File: config.mk
export PLATFORM = sky130hd
export DESIGN_NAME = serial_out_ctrl
export DESIGN_NICKNAME = d
export VERILOG_FILES = /design/src/rtl/serial_out_pkg.sv /design/src/rtl/piso_shreg.sv /design/src/rtl/serial_out_ctrl.sv
export SDC_FILE = /design/constraint.sdc
export NUM_CORES = 1
export LEC_CHECK = 0
export CAP_MARGIN = 20
export CORE_UTILIZATION = 30
export DETAILED_ROUTE_END_ITERATION = 10
export PLACE_DENSITY = 0.47
export SLEW_MARGIN = 20
export SYNTH_ARGS = -nofsm -noshare
export SYNTH_HDL_FRONTEND = slang
export SYNTH_SLANG_ARGS = --single-unit
File: constraint.sdc
create_clock -name clk -period 3.75 [get_ports clk]
set_input_delay 0.75 -clock clk [delete_from_list [all_inputs] [get_ports clk]]
set_output_delay 0.75 -clock clk [all_outputs]
set_load 0.1 [all_outputs]
File: src/rtl/serial_out_pkg.sv
// Shared types and line levels for the serial_out datapath controller.
package serial_out_pkg;

  typedef enum logic [2:0] {
    IDLE,
    START,
    DATA,
    PARITY,
    STOP
  } state_t;

  localparam logic IDLE_LEVEL  = 1'b1;
  localparam logic START_LEVEL = 1'b0;

endpackage

File: src/rtl/piso_shreg.sv
// Parallel-load shift register with a single serial bit output.
// MSB_FIRST selects both the presented bit and the shift direction.
module piso_shreg #(
  parameter int WIDTH     = 8,
  parameter bit MSB_FIRST = 1'b1
) (
  input  logic             clk,
  input  logic             r,
  input  logic             load,
  input  logic             shift_en,
  input  logic [WIDTH-1:0] d,
  output logic             sbit
);

  logic [WIDTH-1:0] q;

  always_ff @(posedge clk) begin
    if (r) begin
      q <= '0;
    end else if (load) begin
      q <= d;
    end else if (shift_en) begin
      q <= MSB_FIRST ? (q << 1) : (q >> 1);
    end
  end

  assign sbit = MSB_FIRST ? q[WIDTH-1] : q[0];

endmodule

File: src/rtl/serial_out_ctrl.sv
// Frames a parallel word as start/data/stop bits on sout, each bit DIV clocks.
// Optional even-parity bit between data and stop: define SERIAL_OUT_PARITY_EN.
module serial_out_ctrl
  import serial_out_pkg::*;
#(
  parameter int WIDTH     = 8,
  parameter int DIV       = 4,
  parameter bit MSB_FIRST = 1'b1
) (
  input  logic             clk,
  input  logic             r,
  input  logic [WIDTH-1:0] din,
  input  logic             din_valid,
  output logic             din_ready,
  output logic             sout,
  output logic             bit_tick,
  output logic             busy,
  output logic             done
);

  localparam int BCW = (DIV > 1) ? $clog2(DIV) : 1;
  localparam int NCW = $clog2(WIDTH) + 1;

  state_t           state, state_nx;
  logic [BCW-1:0]   baud;
  logic [NCW-1:0]   bitcnt;
  logic             tick;
  logic             accept;
  logic             last_bit;
  logic             shift_bit;

  assign accept   = din_valid && (state == IDLE);
  assign tick     = (state != IDLE) && (baud == BCW'(DIV - 1));
  assign last_bit = (bitcnt == NCW'(WIDTH - 1));

  piso_shreg #(
    .WIDTH     (WIDTH),
    .MSB_FIRST (MSB_FIRST)
  ) u_shreg (
    .clk      (clk),
    .r        (r),
    .load     (accept),
    .shift_en ((state == DATA) && tick),
    .d        (din),
    .sbit     (shift_bit)
  );

`ifdef SERIAL_OUT_PARITY_EN
  // Word is shifted out by the time PARITY runs, so capture parity at load.
  logic par;
  always_ff @(posedge clk) begin
    if (r)           par <= 1'b0;
    else if (accept) par <= ^din;
  end
`endif

  always_ff @(posedge clk) begin
    if (r) state <= IDLE;
    else   state <= state_nx;
  end

  always_ff @(posedge clk) begin
    if (r) begin
      baud   <= '0;
      bitcnt <= '0;
      done   <= 1'b0;
    end else begin
      done <= (state == STOP) && tick;
      if (state == IDLE || tick) baud <= '0;
      else                       baud <= baud + BCW'(1);
      if (state == START && tick)
        bitcnt <= '0;
      else if (state == DATA && tick && !last_bit)
        bitcnt <= bitcnt + NCW'(1);
    end
  end

  always_comb begin
    state_nx = state;
    case (state)
      IDLE:   if (accept) state_nx = START;
      START:  if (tick) state_nx = DATA;
`ifdef SERIAL_OUT_PARITY_EN
      DATA:   if (tick && last_bit) state_nx = PARITY;
      PARITY: if (tick) state_nx = STOP;
`else
      DATA:   if (tick && last_bit) state_nx = STOP;
`endif
      STOP:   if (tick) state_nx = IDLE;
      default: state_nx = IDLE;
    endcase
  end

  always_comb begin
    sout = IDLE_LEVEL;
    case (state)
      START:  sout = START_LEVEL;
      DATA:   sout = shift_bit;
`ifdef SERIAL_OUT_PARITY_EN
      PARITY: sout = par;
`endif
      default: sout = IDLE_LEVEL;
    endcase
    busy      = (state != IDLE);
    din_ready = (state == IDLE);
    bit_tick  = tick;
  end

endmodule
After elaboration in Yosys (flattened, before gate mapping)
Index checks and enable logic that the tools add are counted.

operators by class
  $add $sub $neg = 2
  equal/unequal tests = 9
  muxes and demuxes = 8
  reduce and logical (&&, ||, !) cells = 15

operators with widths
  cell                 count
  $mux 8               2
  $mux 3               4
  $pmux 3 s4           1
  $logic_and 1x1->1    7
  $add 4x1->4 const B  1
  $eq 4x3->1 const B   1
  $ne 2x1->1 const B   2
  $ne 2x2->1 const B   2
  $reduce_and 4->1     1
  $reduce_or 2->1      2
  $eq 3x1->1 const B   1
  $eq 3x2->1 const B   1
  $eq 3x3->1 const B   1
  $logic_not 3->1      1
  $reduce_bool 3->1    1
  $add 2x1->2 const B  1
  $eq 2x2->1 const B   1
  $pmux 1 s2           1
  $reduce_bool 2->1    1
  $logic_not 1->1      1
  $logic_or 1x1->1     1

storage, ports and cells
  flip-flop bits (word level) = 18
  word-level logic and storage cells = 39

Longest topological paths before layout
  depth in word-level cells = 5
  depth in mapped cells = 7
  mapped depth without buffers = 5

Cells and area by module
A second synthesis with hierarchy kept.

second synthesis, totals
  cells, all modules = 88
  area, all modules = 870.8 sq um

modules (own cells, without submodules)
  module           instances  cells each  area an instance (sq um)  seq. area each (sq um)
  serial_out_ctrl  1          53          501.7                     200.2
  piso_shreg       1          35          369.1                     160.2

Worst setup path after synthesis
Ideal clock, no wire load.

  path type = register -> output
  from = register state[2]
  to = output port bit_tick
  data arrival time = 4086 ps
  path slack = -1086 ps
  stages on the path, launching flop included = 4
  path through = dfxtp_1 > buf_2 > nor3_1 > nor2_1

on the way
  word-level cells in the longest chain between the ends = 2

RTL lines
  element                   line                   source
  start: declaration        serial_out_ctrl.sv:24  state_t state, state_nx;
  start signal: assignment  serial_out_ctrl.sv:59  else state <= state_nx;
  $reduce_bool 3->1         serial_out_ctrl.sv:33  assign tick = (state != IDLE) && (baud == BCW'(DIV - 1));
  $logic_and 1x1->1         serial_out_ctrl.sv:33
  end: declaration          serial_out_ctrl.sv:16  output logic bit_tick,

Every way passes these cells.

Final worst setup path
  from = register state[1]
  to = output port sout

on the way
  word-level cells in the longest chain between the ends = 2
  elaborated cells on any way between the ends = 3

RTL lines
  element                                          line                   source
  $eq 3x2->1 / $eq 3x1->1 (equally long branches)  serial_out_ctrl.sv:96  case (state)
  $pmux 1 s2 *                                     serial_out_ctrl.sv:96
  end: declaration                                 serial_out_ctrl.sv:15  output logic sout,

Mark *: on every way between the ends. The rest lies on a longest branch, timed or not.

==> run_results.csv <==
group,metric,value,unit
timing,period_share,85.4,%
hold_path,min_to,"baud[0]$_SDFF_PP0_",
timing,fin_worst_skew,5.60,ps
clocking,cts_setup_buffers,0,
final_layout,drive_gt1_share,9.52,%
synthesis,syn_nets,106,
pwr,p_comb_share,16.6,%
route,drtIter0Drc,15,
clocking,htreeDepth,1,
final_layout,nets,119,
final_layout,final_util,37.8,%
timing,fmax,312,MHz
timing,period_minus_slack,3200,ps
route,wl,1710,um
synthesis,synth_cells,93,
final_layout,area_growth,20.2,%
clocking,cts_sinks,18,
timing,setup_tns,0,ps
hold_path,holdCritPathClass,"flop to flop",
route,wl_per_cell,12.6,um
critical_path,worstSetupStartpointType,"flop",
critical_path,crit_chain,"inv_1 -> or3_1 -> a21o_1 -> clkdlybuf4s50_1",
route,viasPerCell,5.21,
final_layout,antenna-diode-count,0,
clocking,numCtsBuffers,3,
final_layout,finalInstanceArea,1030,um2
critical_path,timing.critical_path.required,3000,ps
timing,setup_viol,0,
place,pre_cts_ws,889,ps
clocking,clkTransAtPathRegs,110,ps
timing,fin_ws,549,ps
pwr,vdd_drop_max,0.236,mV
synthesis,ys_seq_area_share,41.9,%
grt,antenna_found_initial,0,
timing,slew_headroom,35.8,%
place,dpl.hpwl,1210,um
synthesis,synth_flop_cell,"dfxtp_1",
die,die_h,55.5,um
grt,overflow,0,
pwr,switching_share,28.1,%
synthesis,synth_edf_count,0,
clocking,cts_resized,0,
synthesis,ys_warn_count,0,
clocking,hold_buffers,0,
clocking,clockBufferDepth,2,
place,gp_congestion,0.690,
route,firstDrtPassIters,6,
clocking,cts_tree,"done",
pwr,p_int,0.284,mW
clocking,root_buffer,"clkbuf_4",
route,ant_nets,0,
final_layout,regArea,360,um2
critical_path,max_stage_delay,950,ps
pwr,finalPower,0.395,mW
critical_path,r2r-end,"bitcnt[3]$_SDFFE_PP0P_",
pwr,pwr-share-clk,31.0,%
place,post_dp_cell_area,997,um2
pwr,p_switching,0.111,mW
grt,grt_max_degree,16,
route,vias,709,
grt,grt_pass1_wl,2940,um
hold_path,hp-start,"baud[0]$_SDFF_PP0_",
critical_path,startpoint,"state[1]$_SDFFE_PP0P_",
die,die-width,55.5,um
critical_path,critical_path_class,"flop to primary output",
critical_path,crit_arrival,2450,ps
timing,slew_violations,0,
route,drc,0,
critical_path,reg2reg_depth,5,
pwr,seqPwrFrac,52.4,%
grt,grt_pass1_vias,648,
status,outcome,"completed",
final_layout,fillers,272,
die,die_area,3080,um2
critical_path,worst_setup_path_end_kind,"primary output",
die,core_area,2730,um2
synthesis,synth_seq_cells,18,
die,rows,19,
die,start_util,31.4,%
die,boundaryPins,16,
synthesis,synth.avg_cell_area,9.24,um2
synthesis,synth_cell_types,31,
critical_path,critPathSlowestCell,"clkdlybuf4s50_1",
pwr,power_density,382,nW/um2
timing,tightest_slew,960,ps
critical_path,reg2reg_slack,1990,ps
final_layout,multi_input_area,444,um2
timing,rsz0062_at_grt,"false",
timing,final-hold-violation-count,0,
critical_path,reg2reg_from,"baud[0]$_SDFF_PP0_",
grt,grt_usage,12.3,%
clocking,clock_latency,300,ps
synthesis,async_reset_ff_share,0,%
hold_path,min_path_cells,1,
critical_path,path_max_fanout,10,
place,port_buffers,15,
synthesis,syn-cell-area,860,um2
pwr,p_leak,0.385,nW
run,maxCapViolCount,0,
power by group through the flow:
stage                     registers, mW  logic [mW]  clock network, mW
after floorplan                   0.207      0.0481                  0
after global placement            0.211      0.0654                  0
after detailed placement          0.211      0.0658                  0
after CTS                         0.207      0.0662              0.126
after global routing              0.208      0.0713              0.135
final                             0.207      0.0656              0.122
flip-flops by register name (all words and copies together), names as in the netlist:
register	cells
baud	2
done	1
bitcnt	4
u_shreg.q	8
state	3
layer usage:
metal  share of wire [%]  global-route usage [%]  wire length (um)
met4                0.82                    2.14                14
met1                  52                    16.1               894
met5                   0                       0                 0
met3                 4.1                    5.15                71
met2                  43                    19.1               732
worst max path at each step:
stage | slack, ps | endpoint
after detailed placement | 890 | sout
after global placement | 940 | sout
after global routing | 460 | sout
after CTS | 550 | sout
final | 550 | sout
after floorplan | 260 | bit_tick
synthesized netlist by cell type (all sizes together) (2+ instances only):
cell type  instances  area (um2)
nor4b              3        32.5
nor4               2        12.5
a22oi              3        22.5
xor2               2        17.5
nor2              15        56.3
or3                2        12.5
nand2              4        15.0
inv                3        11.3
ha                 2        25.0
nand2b             2        12.5
a21o               2        15.0
mux2i              6        60.1
dfxtp             18         360
a21oi              6        30.0
a211oi             5        37.5
buf                6        45.0
per-stage QoR:
step	hold WS [ps]	instances
floorplan	404	93
global placement	414	132
detailed placement	426	132
CTS	442	136
global route	476	136
finish	437	136
placed cells by master, fill, tap and decap left out, types with 2 or more instances in the layout:
cell type,n
a211oi_1,5
a21o_1,2
a21oi_1,6
a22oi_1,3
buf_4,3
clkbuf_4,3
clkdlybuf4s50_1,12
dfxtp_1,18
ha_1,2
inv_1,3
mux2i_1,6
nand2_1,4
nand2b_1,2
nor2_1,15
nor4_1,2
nor4b_1,2
or3_1,2
xor2_1,2
critical path, delay by kind of cell, from the launching register on:
kind | cells | cell delay [ps]
buffers and inverters | 2 | 1100
DFF | 1 | 550
AOI/OAI and AO/OA | 1 | 180
and+or+nand+nor | 1 | 320
area by class of cell:
type                       count  area share [%]
tap                           31            3.75
inverter                       3            1.09
clock buffer                   4            3.51
timing repair buffer          15            13.8
sequential                    18            34.9
multi-input combinational     65            43.0
cell families (layout without fill, tap and decap cells):
kind of cell             after synthesis  after routing  share of synthesized area (%)
AND/OR/NAND/NOR                       34             34                           22.3
XOR/XNOR                               2              2                           2.04
multiplexers                           6              6                           6.99
buffers and inverters                 10             22                           6.99
adder cells (fa/ha/maj)                2              2                           2.91
flip-flops                            18             18                           41.9
AO/OA/AOI/OAI                         21             21                           16.9
Power figures use the tool's default switching activity.
==> RTL change 1 (same settings) <==
Set the parameter `DIV` to 8 (it was 4).
--- a/src/rtl/serial_out_ctrl.sv
+++ b/src/rtl/serial_out_ctrl.sv
@@ -6,3 +6,3 @@
   parameter int WIDTH     = 8,
-  parameter int DIV       = 4,
+  parameter int DIV       = 8,
   parameter bit MSB_FIRST = 1'b1
Check against the original RTL: not equivalent (a bounded check fails within 10 cycles, from zero or initial values).
==> RTL change 1 against the original RTL <==
Power shrank 2.3%. Sequential cell count is 1 higher. Fmax grew 7.7%. Wire length increased by 8.7%. Synthesized cell count grew 8.6%. Combinational power grew 2%. Synthesized area is 11% higher. Cell area is 6.7% higher. Global-route usage rose by 0.094 points. Worst setup slack better by 230 ps. Hold slack improved by 2.2 ps. First-iteration DRC count increased by 73%. Highest routed layer unchanged.
==> RTL change 1: results (changes against the original RTL) <==
INFO  metric run_status = completed (unchanged)
INFO  metric diodes = 0 (unchanged)
INFO  metric timing.hold.worst.start = baud[0] (unchanged)
INFO  metric post_synth_num_cell_types = 30 (was 31)
INFO  metric final.hold.worst_slack = 440 ps (was 437 ps)
INFO  metric crit_arrival = 2220 ps (was 2450 ps)
INFO  metric vias = 766 (was 709)
INFO  metric placed_area = 0.00108 mm² (was 997 µm²)
INFO  metric drt_pass1_iterations = 4 (was 6)
INFO  metric wire_length_of_the_first_global_routing_pass = 3170 µm (was 2940 µm)
INFO  metric synth_seq_area_share = 39.7% (was 41.9%)
INFO  metric total_leakage_power = 0.000380 µW (was 0.000385 µW)
INFO  metric critical-path-max-stage-delay = 980 ps (was 950 ps)
INFO  metric dp_hpwl = 1300 µm (was 1210 µm)
INFO  metric synth.net_count = 115 (was 106)
INFO  metric routed_wirelength = 1860 µm (was 1710 µm)
INFO  metric vdd_drop_max = 0.110 mV (was 0.236 mV)
INFO  metric internal_power = 277 µW (was 284 µW)
INFO  metric fill_cells = 334 (was 272)
INFO  metric yosys-top-cells-count = 19 x sky130_fd_sc_hd__dfxtp_1, 12 x sky130_fd_sc_hd__nand2_1, 9 x sky130_fd_sc_hd__a21oi_1 (was 18 x sky130_fd_sc_hd__dfxtp_1, 15 x sky130_fd_sc_hd__nor2_1, 6 x sky130_fd_sc_hd__a21oi_1, 6 x sky130_fd_sc_hd__mux2i_1, 5 x sky130_fd_sc_hd__a211oi_1)
INFO  metric layout-drive-gt1-share = 13.5% (was 9.52%)
INFO  metric layout_top_registers = u_shreg.q (8), bitcnt (4) (was u_shreg.q (8), bitcnt (4), state (3))
INFO  metric ff2ff_setup_slack = 1870 ps (was 1990 ps)
INFO  metric timing.clock.skew = 3.45 ps (was 5.60 ps)
INFO  metric layout.nets = 126 (was 119)
[RTL change 1: worst max path at each step]
| stage | start | end | slack [ps] |
|---|---|---|---|
| 3_3_place_gp | state[2] | busy | 1120 |
| 2_1_floorplan | state[2] | bit_tick | 210 |
| 4_1_cts | state[2] | busy | 750 |
| 3_5_place_dp | state[2] | busy | 1090 |
| 6_report | state[2] | busy | 780 |
| 5_1_grt | state[2] | busy | 650 |
[RTL change 1: layout make-up]
class | count | area, µm² | share of cell area [%]
flip-flops and latches | 19 | 380 | 34.5
repair buffers | 15 | 143 | 12.9
clock buffers | 4 | 26.3 | 2.38
well taps | 44 | 55.1 | 4.99
inverters | 2 | 7.51 | 0.681
multi-input cells | 71 | 490 | 44.5
[RTL change 1: cells by family (layout without fill, tap and decap cells)]
kind of cell	Yosys count	after routing	share of synthesized area, %
AOI/OAI and AO/OA	23	23	19.6
adders and majority gates	3	3	3.92
buffers and inverters	11	21	9.02
DFF	19	19	39.7
and+or+nand+nor	45	45	27.7
[RTL change 1: through the flow]
step	std cells	total power (µW)	setup slack, ps
floorplan	101	270	213
global placement	151	287	1120
detailed placement	151	288	1090
CTS	155	394	746
global route	155	409	646
finish	155	385	778
[RTL change 1: power groups by stage]
stage | logic, µW | registers (µW) | clock network, µW
floorplan | 52.1 | 218 | 0
global placement | 66.5 | 221 | 0
detailed placement | 67.0 | 221 | 0
CTS | 67.4 | 216 | 110
global route | 71.3 | 218 | 120
finish | 66.7 | 216 | 102
[RTL change 1: per-layer routing]
layer | part of all wire, % | vias to the layer above | global-route usage (%)
met5 | 0 | - | 0
met4 | 1.0 | 0 | 7.14
met3 | 4.6 | 2 | 2.20
met2 | 43 | 15 | 19.7
met1 | 51 | 358 | 15.7
li1 | - | 391 | -
==> RTL change 2 (config.mk and constraints unchanged) <==
Without the edit above. The 5 states of `state_t` get a Gray code encoding in 3 bits.
--- a/src/rtl/serial_out_pkg.sv
+++ b/src/rtl/serial_out_pkg.sv
@@ -4,7 +4,7 @@
   typedef enum logic [2:0] {
-    IDLE,
-    START,
-    DATA,
-    PARITY,
-    STOP
+    IDLE   = 3'b000,
+    START  = 3'b001,
+    DATA   = 3'b011,
+    PARITY = 3'b010,
+    STOP   = 3'b110
   } state_t;
Behaviour: same outputs for any inputs over 10 cycles, from zero or initial values; not proved beyond that.
==> RTL change 2 against the original RTL <==
Cell area up 1.8%. Synthesized area up 2.8%. Power down 2.7%. Sequential cell count unchanged. Count of clock-buffer cells in the layout unchanged. Worst setup slack better by 370 ps. Clock skew down 4.5 ps. First-iteration DRC count down 13%. Wire length down 1.9%. Sequential share of layout area down 0.62 points. Critical path type unchanged. Largest cell class unchanged. Largest power group unchanged.
==> RTL change 2: results (changes against the original RTL) <==
INFO  metric wire_length_of_the_first_global_routing_pass = 2810 µm (was 2940 µm)
INFO  metric routed_wire_length_per_instance = 11.8 µm (was 12.6 µm)
INFO  metric synth_seq_area_share = 40.8% (was 41.9%)
INFO  metric critical-path-max-stage-delay = 1130 ps (was 950 ps)
INFO  metric total_leakage_power = 0.000365 µW (was 0.000385 µW)
INFO  metric timing.critical_path.fanout_max = 9 (was 10)
INFO  metric routabilityCongestion = 0.761 (was 0.690)
INFO  metric drt_pass1_iterations = 4 (was 6)
INFO  metric synthArstFlopShare = 0% (unchanged)
INFO  metric synth.net_count = 112 (was 106)
INFO  metric dp_hpwl = 1200 µm (was 1210 µm)
INFO  metric grt_pass1_vias = 589 (was 648)
INFO  metric ys_flop_type = sky130_fd_sc_hd__dfxtp_1 (unchanged)
INFO  metric drt_iter0_drc = 13 (was 15)
INFO  metric post_drt_via_cell_ratio = 5.10 (was 5.21)
INFO  metric layout-drive-gt1-share = 15.3% (was 9.52%)
INFO  metric fill_cells = 287 (was 272)
INFO  metric detailedPlace.worstSlack = 1240 ps (was 889 ps)
INFO  metric grt_max_degree = 17 (was 16)
INFO  metric maxSlewHeadroom = 35.0% (was 35.8%)
INFO  metric crit_arrival = 2080 ps (was 2450 ps)
INFO  metric timing.clock.skew = 1.08 ps (was 5.60 ps)
INFO  metric cts_root_buffer = sky130_fd_sc_hd__clkbuf_4 (unchanged)
INFO  metric layout.nets = 125 (was 119)
INFO  metric post_synth_num_cell_types = 30 (was 31)
INFO  metric grt_util_all_layers = 11.4% (was 12.3%)
INFO  metric yosys-top-cells-count = 19 x sky130_fd_sc_hd__nand2_1, 18 x sky130_fd_sc_hd__dfxtp_1, 8 x sky130_fd_sc_hd__nor2_1 (was 18 x sky130_fd_sc_hd__dfxtp_1, 15 x sky130_fd_sc_hd__nor2_1, 6 x sky130_fd_sc_hd__a21oi_1, 6 x sky130_fd_sc_hd__mux2i_1, 5 x sky130_fd_sc_hd__a211oi_1)
INFO  metric post_cts_resize_count = 0 (unchanged)
INFO  metric netlist_top_cells_area = sky130_fd_sc_hd__dfxtp_1 41%, sky130_fd_sc_hd__a311oi_2 12%, sky130_fd_sc_hd__nand2_1 8.1% (was sky130_fd_sc_hd__dfxtp_1 42%, sky130_fd_sc_hd__mux2i_1 7.0%, sky130_fd_sc_hd__nor2_1 6.6%)
INFO  metric run_status = completed (unchanged)
[RTL change 2: cell types whose count changed in the layout (fill, tap and decap cells not counted), sizes merged, moves of 3 or more]
cell and delta:
nand2 +15, a311oi +7, nor2 -7, mux2i -6, a211oi -4, o21ai +4, a22oi -3, nand3 +3
[RTL change 2: final timing paths]
kind                to  slack (ps)  cells past startpoint
max               busy         920                      3
min            baud[0]         450                      1
max reg2reg  bitcnt[3]        1660                      4
min reg2reg    baud[0]         450                      1
[RTL change 2: report_power, final]
part	internal [µW]	leakage (µW)	switching (µW)
clock network	59.1	0.0000210	60.5
registers	199	0.000147	5.01
logic	24.0	0.000197	35.9
[RTL change 2: layer usage]
metal	part of all wire [%]	global-route usage, %	up-vias
li1	-	-	380
met1	52	15.6	334
met2	44	16.8	8
met4	0.77	2.09	0
met3	3.2	5.07	2
met5	0	0	-
[RTL change 2: cell families (layout without fill, tap and decap cells)]
logic type	Yosys count	count (layout)	synth area share (%)
AO/OA/AOI/OAI	21	21	20.7
adder cells (fa/ha/maj)	2	2	2.83
buffers and inverters	10	22	7.36
flip-flops	18	18	40.8
AND/OR/NAND/NOR	48	48	28.3
[RTL change 2: cell type report]
class	instances	area share (%)
clock buffers	4	3.45
repair buffers	15	13.6
multi-input cells	71	44.0
well taps	31	3.69
inverters	3	1.07
flip-flops and latches	18	34.2
[RTL change 2: through the flow]
| stage | cell area, µm² | cells | util (%) |
|---|---|---|---|
| after global placement | 1020 | 138 | 36.5 |
| final | 1050 | 142 | 37.8 |
| after global routing | 1050 | 142 | 37.8 |
| after detailed placement | 1020 | 138 | 36.5 |
| after floorplan | 888 | 99 | - |
| after CTS | 1050 | 142 | 37.8 |
